## src/rtl/efuse_pgm_verify_seq.sv

```systemverilog
// Program-and-verify sequencer for the efuse controller: pre-read, burn missing bits,
// verify and retry. Optional macro EFUSE_VFY_MARGIN_EN selects margin sense during verify.
module efuse_pgm_verify_seq #(
  parameter int unsigned MAX_RETRY      = 3,
  parameter int unsigned TIMEOUT_CYCLES = 4096,
  parameter int unsigned TO_W           = 13
) (
  input  logic        clk,
  input  logic        rst,
  input  logic        req_valid,
  input  logic [31:0] req_data,
  output logic        req_ready,
  output logic        busy,
  output logic        done,
  output logic        pass,
  output logic        fail_timeout,
  output logic [3:0]  attempts,
  output logic        write,
  output logic        read,
  output logic        margin_read,
  output logic [31:0] data_write,
  input  logic        wr_done,
  input  logic        rd_done,
  input  logic [31:0] data_read,
  output logic [2:0]  state_dbg
);

  // Request side: a transfer happens on the cycle where req_valid & req_ready; req_ready is
  // high only in IDLE, so req_valid/req_data are don't-care while a sequence is running.
  // Controller side: read/write stay high until rd_done/wr_done is sampled (or timeout).
  typedef enum logic [2:0] {
    S_IDLE   = 3'd0,
    S_PRE_RD = 3'd1,
    S_PGM    = 3'd2,
    S_VFY_RD = 3'd3,
    S_CHECK  = 3'd4,
    S_FIN    = 3'd5
  } state_t;

  state_t          state, state_d;
  logic [31:0]     tgt;
  logic [31:0]     rd_q;
  logic [TO_W-1:0] to_cnt;
  logic [4:0]      pgm_cnt;
  logic [31:0]     miss_pre, miss_chk;
  logic            to_hit, retry_ok, waiting;
  logic            accept, ld_pre, ld_chk, set_pass, set_to, inc_att, cap_rd;

  assign miss_pre = tgt & ~data_read;
  assign miss_chk = tgt & ~rd_q;
  assign to_hit   = (to_cnt == TO_W'(TIMEOUT_CYCLES - 1));
  // pgm_cnt is wider than attempts so MAX_RETRY=15 still terminates after 16 burns
  assign retry_ok = (32'(pgm_cnt) <= MAX_RETRY);
  assign waiting  = (state == S_PRE_RD) || (state == S_PGM) || (state == S_VFY_RD);

  always_ff @(posedge clk or posedge rst) begin
    if (rst) state <= S_IDLE;
    else     state <= state_d;
  end

  always_comb begin
    state_d  = state;
    accept   = 1'b0;
    ld_pre   = 1'b0;
    ld_chk   = 1'b0;
    set_pass = 1'b0;
    set_to   = 1'b0;
    inc_att  = 1'b0;
    cap_rd   = 1'b0;
    case (state)
      S_IDLE: begin
        if (req_valid) begin
          accept  = 1'b1;
          state_d = S_PRE_RD;
        end
      end
      S_PRE_RD: begin
        if (rd_done) begin
          if (miss_pre == 32'd0) begin
            set_pass = 1'b1;
            state_d  = S_FIN;
          end else begin
            ld_pre  = 1'b1;
            state_d = S_PGM;
          end
        end else if (to_hit) begin
          set_to  = 1'b1;
          state_d = S_FIN;
        end
      end
      S_PGM: begin
        if (wr_done) begin
          inc_att = 1'b1;
          state_d = S_VFY_RD;
        end else if (to_hit) begin
          set_to  = 1'b1;
          state_d = S_FIN;
        end
      end
      S_VFY_RD: begin
        if (rd_done) begin
          cap_rd  = 1'b1;
          state_d = S_CHECK;
        end else if (to_hit) begin
          set_to  = 1'b1;
          state_d = S_FIN;
        end
      end
      S_CHECK: begin
        if (miss_chk == 32'd0) begin
          set_pass = 1'b1;
          state_d  = S_FIN;
        end else if (retry_ok) begin
          ld_chk  = 1'b1;
          state_d = S_PGM;
        end else begin
          state_d = S_FIN;
        end
      end
      S_FIN:   state_d = S_IDLE;
      default: state_d = S_IDLE;
    endcase
  end

  // Strobes are registered from the next state so they are glitch-free at the controller
  always_ff @(posedge clk or posedge rst) begin
    if (rst) begin
      read        <= 1'b0;
      write       <= 1'b0;
      margin_read <= 1'b0;
    end else begin
      read  <= (state_d == S_PRE_RD) || (state_d == S_VFY_RD);
      write <= (state_d == S_PGM);
`ifdef EFUSE_VFY_MARGIN_EN
      margin_read <= (state_d == S_VFY_RD);
`else
      margin_read <= 1'b0;
`endif
    end
  end

  always_ff @(posedge clk or posedge rst) begin
    if (rst) begin
      to_cnt <= '0;
    end else if (state_d != state) begin
      to_cnt <= '0;
    end else if (waiting) begin
      to_cnt <= to_cnt + 1'b1;
    end
  end

  always_ff @(posedge clk or posedge rst) begin
    if (rst) begin
      tgt          <= 32'd0;
      rd_q         <= 32'd0;
      data_write   <= 32'd0;
      attempts     <= 4'd0;
      pgm_cnt      <= 5'd0;
      pass         <= 1'b0;
      fail_timeout <= 1'b0;
    end else begin
      if (accept) begin
        tgt          <= req_data;
        attempts     <= 4'd0;
        pgm_cnt      <= 5'd0;
        pass         <= 1'b0;
        fail_timeout <= 1'b0;
      end
      if (ld_pre) data_write <= miss_pre;
      if (ld_chk) data_write <= miss_chk;
      if (cap_rd) rd_q <= data_read;
      if (inc_att) begin
        pgm_cnt <= pgm_cnt + 5'd1;
        if (attempts != 4'hF) attempts <= attempts + 4'd1;
      end
      if (set_pass) pass <= 1'b1;
      if (set_to) begin
        pass         <= 1'b0;
        fail_timeout <= 1'b1;
      end
    end
  end

  assign req_ready = (state == S_IDLE);
  assign busy      = (state != S_IDLE);
  assign done      = (state == S_FIN);
  assign state_dbg = state;

endmodule
```

## config.mk

```make
export PLATFORM = sky130hd
export DESIGN_NAME = efuse_pgm_verify_seq
export DESIGN_NICKNAME = d
export VERILOG_FILES = /design/src/rtl/efuse_pgm_verify_seq.sv
export SDC_FILE = /design/constraint.sdc
export NUM_CORES = 1
export LEC_CHECK = 0
export CAP_MARGIN = 20
export CORE_UTILIZATION = 30
export CTS_BUF_LIST = sky130_fd_sc_hd__clkbuf_4
export DETAILED_ROUTE_END_ITERATION = 10
export PLACE_DENSITY = 0.62
export SYNTH_ARGS = -nofsm -noshare
export SYNTH_HDL_FRONTEND = slang
export SYNTH_SLANG_ARGS = --single-unit
export TNS_END_PERCENT = 30
```

## constraint.sdc

```tcl
create_clock -name clk -period 11.5 [get_ports clk]
set_input_delay 2.3 -clock clk [delete_from_list [all_inputs] [get_ports clk]]
set_output_delay 2.3 -clock clk [all_outputs]
set_load 0.1 [all_outputs]
```

==> results.tsv <==
metric	value	unit
initial_utilization	30.7	%
wl_per_cell	17.2	um
fin_crit_sh	43.0	%
synthAdderAreaFrac	0.652	%
powerDensity	279	mW/mm^2
vias	4589	
dr.first_iter.drc_count	290	
syn_inst	566	
cap_violations	0	
synth_warnings	0	
globalplace.congestion	0.810	
synth.distinct_cells	48	
finClkSkew	23.0	ps
root_buffer	clkbuf_4	
setup_ws	6560	ps
status	complete, no violations	
tightest_slew	1070	ps
grt-ovfl-total	0	
final_cells	927	
timing.setup.tns	0	ps
fmax	202	MHz
yosys.area_share.simple	23.3	%
cts_tree	yes	
synth_edf_count	0	
cts_buffers	17	
io-pin-count	116	
pre_cts_ws	6420	ps
path_class	reg -> out	
yosys-top-cells-area	dfrtp_1, nand2_1, mux2_2, nand2b_1, o221ai_1	
dieArea	0.0198	mm^2
antenna_found_initial	0	
slew_viol_final	0	
cts-resized-gates	0	
hold_viol_final	0	
portBuffers	114	
drc	0	
clockBufferDepth	2	
grt_pass1_wl	25.5	mm
firstDrtPassIters	4	
syn_area	0.00576	mm^2
synth_flop_cell	dfrtp_1	
syn_area_per_cell	10.2	um^2
cp.arrival	2640	ps
antennaDiodeCount	0	
grt_max_degree	79	
reg2reg_setup_slack	8750	ps
h-tree-depth	4	
hpwl	11.2	mm
period_needed	4940	ps
slew_headroom	28.2	%
synth_top_area_share	54.3	%
nNetsFinal	752	
synth-seq-cells	125	
peakVddDrop	0.180	mV
grt_pass1_vias	4568	
area_growth	29.2	%
grt.total_usage	17.1	%
yosys.area.top_type	dfrtp_1	
drive_above_1_share	11.0	%
muxShareOfSynthArea	6.80	%
ys_seq_area_share	54.3	%
clock-sinks	125	
synth_xor_area_share	2.28	%
crit_path_start_kind	register	
required	9200	ps
avgViaCountPerCell	4.95	
hp-class	reg -> reg	
crit_fanout	13	
end_kind	primary output	
final_cell_mix	dfrtp_1, clkdlybuf4s50_1, nand2_1, nand2b_1, nor2_1	
async_reset_ff_share	100	%
whs	497	ps
layout_commonest_cell	dfrtp_1	
rsz0062_at_grt	false	
dp_cells	895	
setup_viol	0	
rows	50	
postCtsSetupBuffers	0	
core-area	0.0188	mm^2
drt-total-wl	15.9	mm
antenna_left	0	
synth_nets	638	
worst_skew_pair.late_latency	540	ps
die_y	141	um
synth_compound_area_share	10.1	%
die_w	141	um
p_leak	3.26	nW
clk_pin_slew	110	ps
postCtsHoldBufs	0	
synth_top_family_by_area	simple AND/OR/NAND/NOR gates	
-- critical path, cell delays in order (launching register included) --
cell and delay (ps):
dfrtp_1 540, nor3_1 370, clkdlybuf4s50_1 1200
-- through the flow --
step	area (um^2)	total power, W	util [%]
after CTS	7440	0.00209	39.6
after detailed placement	7130	0.00174	38.0
final	7440	0.00207	39.6
after floorplan	5760	0.00146	-
after global placement	7130	0.00173	38.0
after global routing	7440	0.00219	39.6
-- kinds of logic (layout without fill, tap and decap cells) --
family | Yosys count | after routing
compound gates | 79 | 79
xor+xnor | 15 | 15
fa+ha+maj | 3 | 3
buf+inv | 34 | 161
flops | 125 | 125
mux | 35 | 35
other cells | 1 | 1
simple gates | 274 | 274
-- synth_stat cells, types with 2 or more instances --
master	number
nor2_1	34
clkbuf_1	14
o21ai_0	16
a31oi_1	2
nand4_1	12
o22ai_1	11
buf_1	4
inv_1	9
nand3_1	26
a221o_1	4
mux2_2	33
nor2b_1	11
mux2i_1	2
or4_1	5
and3_1	2
o21bai_1	2
nand2_1	110
nor3b_1	2
o2111ai_1	4
a21oi_1	4
dfrtp_1	125
buf_2	4
nor3_1	4
nand2b_1	54
xnor2_1	8
a22o_1	5
xor2_1	7
a21o_1	7
and2_1	4
o221ai_1	19
ha_1	3
or3_1	2
buf_4	2
-- registers in the layout (all words and copies together) (netlist names) --
signal,count
data_write,32
rd_q,32
tgt,32
to_cnt,13
pgm_cnt,5
attempts,4
state_dbg,3
fail_timeout,1
pass,1
read,1
write,1
-- report_power, final --
group	internal, W	switching (W)	total, W
clock	0.000175	0.000168	0.000343
combinational	0.000313	0.000688	0.00100
sequential	0.000604	0.000125	0.000729
-- cell type report --
type                       count  area (um^2)
fill                        1887        11300
sequential                   125         3130
multi-input combinational    407         2480
timing repair buffer         120         1190
tap                          234          293
clock inverter                13          171
clock buffer                  19          143
inverter                       9         36.3
-- worst paths after layout --
kind	start	endpoint	depth (start not counted)
setup / recovery	state_dbg[0]	req_ready	2
hold reg to reg	fail_timeout	fail_timeout	1
setup reg to reg	tgt[9]	data_write[23]	7
min in group asynchronous	rst	tgt[24]	2
hold / removal	fail_timeout	fail_timeout	1
max in group asynchronous	rst	tgt[6]	3
-- per-layer routing --
metal  share of wire (%)  up-vias  wire (um)  track usage, %
li1                    -     2196          -               -
met1                  47     2244       7470            23.5
met2                  46      137       7420            26.7
met3                 5.4       12        868            4.68
met4                 1.2        0        196            4.06
met5                   0        -          0               0
(Power assumes the default switching activity.)
